### config.mk
export PLATFORM = sky130hd
export DESIGN_NAME = node_feeder_4_flat
export DESIGN_NICKNAME = d
export VERILOG_FILES = /design/src/rtl/node_feeder_4_if.sv /design/src/rtl/node_feeder_4.sv /design/src/flat_wrapper.sv
export SDC_FILE = /design/constraint.sdc
export NUM_CORES = 1
export LEC_CHECK = 0
export CAP_MARGIN = 25
export CORE_ASPECT_RATIO = 2
export CORE_MARGIN = 5
export CORE_UTILIZATION = 48
export CTS_CLUSTER_SIZE = 12
export DETAILED_ROUTE_END_ITERATION = 6
export GPL_TIMING_DRIVEN = 0
export HOLD_SLACK_MARGIN = 0.15
export PLACE_DENSITY_LB_ADDON = 0.25
export SLEW_MARGIN = 40
export SYNTH_ARGS = -nofsm -noshare
export SYNTH_HDL_FRONTEND = slang
export SYNTH_SLANG_ARGS = --single-unit
### constraint.sdc
create_clock -name clk -period 2.8 [get_ports clk]
set_clock_uncertainty 0.15 [all_clocks]
set_input_delay 0.56 -clock clk [delete_from_list [all_inputs] [get_ports clk]]
set_output_delay 0.56 -clock clk [all_outputs]
set_load 0.01 [all_outputs]
### src/rtl/node_feeder_4_if.sv
// Handshake bundle for node_feeder_4: serial activation input and result output.
interface node_feeder_4_if #(
  parameter int DW = 8
);
  logic [DW-1:0] s_data;
  logic          s_valid;
  logic          s_ready;
  logic [DW-1:0] m_data;
  logic          m_valid;
  logic          m_ready;

  modport master (
    output s_data, s_valid, m_ready,
    input  s_ready, m_data, m_valid
  );

  modport slave (
    input  s_data, s_valid, m_ready,
    output s_ready, m_data, m_valid
  );
endinterface

### src/rtl/node_feeder_4.sv
// Serial-to-parallel activation feeder for one layer-4 node; waits out the node latency and returns its result.
// Optional 16-bit saturating frame counter enabled by NODE_FEEDER_FRAME_CNT_EN.
module node_feeder_4 #(
  parameter int N_IN     = 15,
  parameter int DW       = 8,
  parameter int NODE_LAT = 3
) (
  input  logic               clk,
  input  logic               reset,
  node_feeder_4_if.slave     io,
  output logic [N_IN*DW-1:0] a_bus,
  input  logic [DW-1:0]      node_res,
`ifdef NODE_FEEDER_FRAME_CNT_EN
  output logic [15:0]        frame_cnt,
`endif
  output logic               busy
);
  localparam int CW = (N_IN > 1) ? $clog2(N_IN) : 1;
  localparam int WW = $clog2(NODE_LAT) + 1;

  typedef enum logic [1:0] {LOAD, WAIT, OUT} state_t;

  state_t        state, state_nxt;
  logic [CW-1:0] cnt;
  logic [WW-1:0] wcnt;
  logic [DW-1:0] slot [N_IN];
  logic [DW-1:0] m_data_q;
  logic          m_valid_q;
  logic          accept, capture, done_out, last_slot;

  assign last_slot  = (cnt == CW'(N_IN - 1));
  // s_ready is gated by reset so nothing is acknowledged while the frame is being aborted
  assign io.s_ready = reset && (state == LOAD);
  assign io.m_data  = m_data_q;
  assign io.m_valid = m_valid_q;
  assign busy       = (state == WAIT) || (state == OUT);

  always_comb begin
    state_nxt = state;
    accept    = 1'b0;
    capture   = 1'b0;
    done_out  = 1'b0;
    case (state)
      LOAD: if (io.s_valid) begin
        accept = 1'b1;
        if (last_slot) state_nxt = WAIT;
      end
      WAIT: if (wcnt == WW'(NODE_LAT - 1)) begin
        capture   = 1'b1;
        state_nxt = OUT;
      end
      OUT: if (io.m_ready) begin
        done_out  = 1'b1;
        state_nxt = LOAD;
      end
      default: state_nxt = LOAD;
    endcase
  end

  always_ff @(posedge clk or negedge reset) begin
    if (!reset) begin
      state     <= LOAD;
      cnt       <= '0;
      wcnt      <= '0;
      m_data_q  <= '0;
      m_valid_q <= 1'b0;
      for (int unsigned k = 0; k < N_IN; k++) slot[k] <= '0;
    end else begin
      state <= state_nxt;
      if (accept) begin
        slot[cnt] <= io.s_data;
        cnt       <= last_slot ? '0 : cnt + 1'b1;
        if (last_slot) wcnt <= '0;
      end
      if (state == WAIT && !capture) wcnt <= wcnt + 1'b1;
      if (capture) begin
        m_data_q  <= node_res;
        m_valid_q <= 1'b1;
      end
      if (done_out) m_valid_q <= 1'b0;
    end
  end

  always_comb begin
    a_bus = '0;
    for (int unsigned k = 0; k < N_IN; k++) a_bus[k*DW +: DW] = slot[k];
  end

`ifdef NODE_FEEDER_FRAME_CNT_EN
  always_ff @(posedge clk or negedge reset) begin
    if (!reset)                          frame_cnt <= '0;
    else if (done_out && frame_cnt != '1) frame_cnt <= frame_cnt + 16'd1;
  end
`endif
endmodule

### src/flat_wrapper.sv
// flat-port wrapper written by rule: the top's interface ports become plain ports
module node_feeder_4_flat 
#(
  parameter int N_IN     = 15,
  parameter int DW       = 8,
  parameter int NODE_LAT = 3
)
  (clk, reset, a_bus, node_res, busy, io_s_data, io_s_valid, io_m_ready, io_s_ready, io_m_data, io_m_valid);
  node_feeder_4_if #(.DW(DW)) io_i ();
  input  logic clk;
  input  logic reset;
  output logic [N_IN*DW-1:0] a_bus;
  input  logic [DW-1:0] node_res;
  output logic busy;
  input wire logic [$bits(io_i.s_data)-1:0] io_s_data;
  input wire logic [$bits(io_i.s_valid)-1:0] io_s_valid;
  input wire logic [$bits(io_i.m_ready)-1:0] io_m_ready;
  output wire logic [$bits(io_i.s_ready)-1:0] io_s_ready;
  output wire logic [$bits(io_i.m_data)-1:0] io_m_data;
  output wire logic [$bits(io_i.m_valid)-1:0] io_m_valid;
  assign io_i.s_data = io_s_data;
  assign io_i.s_valid = io_s_valid;
  assign io_i.m_ready = io_m_ready;
  assign io_s_ready = io_i.s_ready;
  assign io_m_data = io_i.m_data;
  assign io_m_valid = io_i.m_valid;
  node_feeder_4 #(.N_IN(N_IN), .DW(DW), .NODE_LAT(NODE_LAT)) u_core (.clk(clk), .reset(reset), .io(io_i), .a_bus(a_bus), .node_res(node_res), .busy(busy));
endmodule
### Word-level counts from Yosys, hierarchy flattened

Cells that the tools add are included.

* register bits after elaboration: 138
* latch bits: 0
* RAM bits: 0
* bits in read-only memories: 0
* bits of input ports: 20
* output and inout bits: 131
* memories: 0

* add/subtract/negate cells: 2
* multipliers: 0
* div/mod/pow operators: 0
* order comparisons: 2
* equality and inequality tests: 8
* shift operators: 0
* mux-type cells: 20
* bitwise logic cells: 1
* reduce and logical (&&, ||, !) cells: 11

Operator list (number)
* 120-bit bitwise mux: 1
* 8-bit demux with 4-bit select: 1
* 3-bit two-way mux: 3
* 1-bit two-way mux: 8
* 2-bit two-way mux: 4
* 8-bit two-way mux: 1
* 2-bit one-hot mux with 3 select lines: 1
* 2-bit nonzero test: 3
* 5-bit greater-or-equal comparator, second input constant: 1
* 5-bit by 1-bit less-than comparator with 1-bit output, second input constant: 1
* 4-bit inverter with 5-bit output: 1
* 4-bit by 1-bit adder with 4-bit output, second input constant: 1
* 4-bit == test, second input constant: 1
* 4-bit two-way mux: 1
* 2-bit by 1-bit inequality test with 1-bit output, second input constant: 2
* 2-bit inequality test, second input constant: 2
* 4-bit AND reduction: 1
* 3-bit by 1-bit adder with 3-bit output, second input constant: 1
* 3-bit by 2-bit == test with 1-bit output, second input constant: 1
* 1-bit logical AND: 3
* 2-bit by 1-bit == test with 1-bit output, second input constant: 1
* 2-bit == test, second input constant: 1
* 2-bit logical NOT: 1
* 2-bit AND reduction: 1
* other kinds (2): 2

### Logic depth before layout (Yosys ltp)

* word-level depth: 7
* depth in mapped cells: 7
* depth with buffers taken out: 6

### Worst setup path before layout

OpenSTA, ideal clock, no wires.

* path type: register to register
* start point: register u_core.state[0]
* end point: register u_core.slot (netlist bit u_core.a_bus[100])
* library setup time: 0.125 ns
* arrival time: 1.743 ns
* slack: 0.782 ns
* cell stages (with the launch flop): 6
* path buffers: 0
* cell sequence: dfrtp_1 -> inv_1 -> ha_1 -> nand4_2 -> nor3_2 -> mux2_2

* word-level cells in the longest chain between the ends: 2

RTL lines
* start, declared: RTL line node_feeder_4.sv:23 `state_t state, state_nxt;`
* start signal, assigned: RTL line node_feeder_4.sv:69 `state <= state_nxt;`
* 2-bit logical NOT: RTL line node_feeder_4.sv:43 `case (state)`
* 1-bit two-way mux: RTL line node_feeder_4.sv:43
* end signal, assigned by index: RTL line node_feeder_4.sv:71 `slot[cnt] <= io.s_data;`
* end, declared: RTL line node_feeder_4.sv:26 `logic [DW-1:0] slot [N_IN];`

No other way between the ends.
A chain may end at the register's enable or synchronous reset.

### Worst setup path in the final report

* start point: input port reset
* end point: output port io_s_ready

* word-level cells in the longest chain between the ends: 1

RTL lines
* start, declared: RTL line flat_wrapper.sv:11 `input logic reset;`
* 1-bit logical AND: RTL line node_feeder_4.sv:33 `assign io.s_ready = reset && (state == LOAD);`
* end, declared: RTL line flat_wrapper.sv:18 `output wire logic [$bits(io_i.s_ready)-1:0] io_s_ready;`

No other way between the ends.

==> summary.md <==
| Metric | Value |
|---|---|
| Dpl cells | `640` |
| Critical Path Stages | `5` |
| Actual slew at the worst max-slew pin | `0.625 ns` |
| Final hold violations | `0` |
| Post-Syn Nets | `373` |
| Syn Std Cell Area | `0.00544 mm2` |
| DP HPWL | `9590 um` |
| Fraction of layout cells with a size suffix above 1 | `33.8%` |
| DRC viols | `0` |
| Initial Util | `48.5%` |
| Port Buffers | `150` |
| Slew Viols, Final | `0` |
| Initial DRC count | `96` |
| Worst min-delay path class | `flip-flop to flip-flop` |
| Detailed Route WL | `13400 um` |
| Maximum VDD drop | `680 uV` |
| WP data arrival | `2.04 ns` |
| Unique cell type count in the Yosys netlist | `32` |
| Critical path fanouts, max | `3` |
| Unrepaired setup endpoints after global routing | `no` |
| Die area | `0.0137 mm2` |
| FF/Latch Area | `0.00345 mm2` |
| Core area | `0.0112 mm2` |
| # diodes | `0` |
| Wire per inst | `19.8 um` |
| Die width | `85.3 um` |
| MaxCap Viol Count | `0` |
| First-pass GRT wire length | `21800 um` |
| Clock Latency Late Sink | `0.40 ns` |
| Pwr dens | `1190 mW/mm2` |
| Crit-path cells | `dlygate4sd3_1 > buf_8 > buf_16 > and2_1 > clkdlybuf4s50_1` |
| Worst path slowest cell | `dlygate4sd3_1` |
| Clock buffer depth | `2` |
| Root Driver | `clkbuf_16` |
| Tcrit/Tclk final | `98.0%` |
| Synth Register Bits | `138` |
| YS warnings | `0` |
| Tmin final | `2.75 ns` |
| Run status | `finished clean` |
| Via/cell ratio | `5.14` |
| # IOs | `151` |
| Die Span Y | `161 um` |
| Critical path's largest stage delay | `0.56 ns` |
| Met2 usage in global routing | `37.5%` |
| EDFF count, synth | `0` |
| Finished Layout Cells | `677` |
| Pleak | `3.53 nW` |
| Main synth FF type | `dfrtp_1` |
| Antenna violations before repair | `0` |
| Via count | `3481` |
| Largest net degree at the start of global routing | `62` |
| Critical path's top delay family | `buffers and inverters` |
| GRT Overall Usage | `20.8%` |
| Asr flop ratio synth | `100%` |
| Syn Inst Count | `347` |
| Fillcell total | `783` |
| Fin Hold WS | `0.335 ns` |
| CP required | `2.09 ns` |
| Busiest grt layer | `met2` |
| GPL Wtd Cong | `0.731` |
| Met3 GRT Util | `5.85%` |
| Reg2Reg Depth | `5` |
| Crit end category | `output port` |
| Crit path kind | `primary input to output port` |
| Multi-input gate area | `0.00190 mm2` |
| Clk sink count | `138` |
| Vias in the first global route | `3975` |
| Nets | `549` |
| GR Overflow Total | `0` |
| Syn Area/Cell | `15.7 um2` |
| DRT Pass-1 Iters | `4` |
| Sequential share of the synthesized area | `63.5%` |
| WP buf/inv | `4` |
| M1 GR Usage | `22.2%` |
| Hold depth | `1` |
| CTS tree | `built` |
| Critical Path Source Type | `primary input` |
| Maximum clock frequency | `364 MHz` |
| Clock slew at reported path FFs | `0.05 ns` |
| Floorplan row count | `55` |
| H-tree Lvls | `4` |
| Finish-stage setup viols | `0` |
| Slew HR | `58.0%` |
| Area Growth Syn to Fin | `45.6%` |
| CTS Buf Count | `17` |
| Antenna Nets Post-Route | `0` |
## cells in the mapped netlist (all sizes together) (2+ instances only)
master	number	area share [%]
buf	7	0.69
clkbuf	10	0.69
dfrtp	138	64
ha	6	1.4
inv	5	0.35
mux2	130	27
nand2	7	0.53
nand2b	6	0.69
nand3	2	0.18
nand3b	2	0.28
nand4	2	0.35
nand4b	2	0.60
nor2	9	0.99
nor3	2	0.37
o21ai	8	0.74
## state kept, by name, indices dropped and copies added (netlist names)
signal,cells
u_core.wcnt,3
u_core.a_bus,120
u_core.io.m_data,8
u_core.state,2
u_core.io.m_valid,1
u_core.cnt,4
## area by class of cell
class	instances	share of cell area [%]
sequential	138	43.6
timing repair buffer	157	21.0
tap	142	2.25
multi-input combinational	187	24.0
inverter	5	0.237
clock buffer	18	5.55
buffer	17	0.949
clock inverter	13	2.40
## logic make-up (layout without fill, tap and decap cells)
group | after synthesis | after routing | synth area share (%)
and+or+nand+nor | 35 | 35 | 4.60
AOI/OAI and AO/OA | 16 | 16 | 1.84
DFF | 138 | 138 | 63.5
adders and majority gates | 6 | 6 | 1.38
muxes | 130 | 130 | 26.9
buffers and inverters | 22 | 210 | 1.73
## metrics by stage
step / util [%] / area, um2 / setup slack, ns / TNS, ns / power (mW)
floorplan: - / 5440 / 0.782 / 0 / 4.91
CTS: 70.5 / 7910 / 0.0250 / 0 / 9.52
detailed placement: 63.8 / 7150 / -0.0194 / -0.0194 / 7.10
global route: 70.6 / 7910 / 0.000151 / 0 / 9.92
global placement: 63.4 / 7120 / -4.36 / -585.27 / 6.95
finish: 70.6 / 7910 / 0.0549 / 0 / 9.41
## path summary, 6_finish.rpt
check | from | to | slack (ns)
max in group asynchronous | reset | u_core.a_bus[72] | 0.90
min in group asynchronous | reset | u_core.a_bus[102] | 0.68
worst max register to register | u_core.state[0] | u_core.a_bus[80] | 0.52
worst min-delay path | u_core.a_bus[38] | u_core.a_bus[38] | 0.34
worst max-delay path | reset | io_s_ready | 0.05
worst min register to register | u_core.a_bus[38] | u_core.a_bus[38] | 0.34
## layout by cell type, fill, tap and decap left out, types with 2 or more instances in the layout
cell             instances
mux2_2                 122
nand3b_1                 2
mux2_1                   8
inv_1                    5
bufinv_16                4
buf_2                    6
buf_16                   3
ha_1                     5
clkinv_4                 2
nand3_1                  2
nand2b_1                 6
nand2_1                  6
dfrtp_1                138
o21ai_0                  8
clkdlybuf4s50_1        149
inv_6                    4
clkbuf_16               17
dlygate4sd3_1            2
nor2_2                   8
clkinv_2                 2
clkbuf_1                10
## where the power goes
| part | total, mW | internal [mW] | switching [mW] |
|---|---|---|---|
| clock network | 2.36 | 1.52 | 0.839 |
| logic | 3.68 | 2.23 | 1.46 |
| registers | 3.37 | 2.88 | 0.492 |
| total | 9.41 | 6.63 | 2.79 |
## per-layer routing
metal	up-vias	part of all wire (%)
met5	-	0
met4	0	3.2
met3	23	5.1
met2	101	56
met1	1780	36
li1	1577	-
## what timing repair did
action / 4_1_cts / 5_1_grt
gates resized for setup: 0 / 1
gates cloned: 1 / 0
setup buffers: 0 / 0
hold buffers: 5 / 0
hold endpoints to repair: 61 / 0
setup endpoints to repair: 1 / 1
Power figures use the tool's default switching activity.
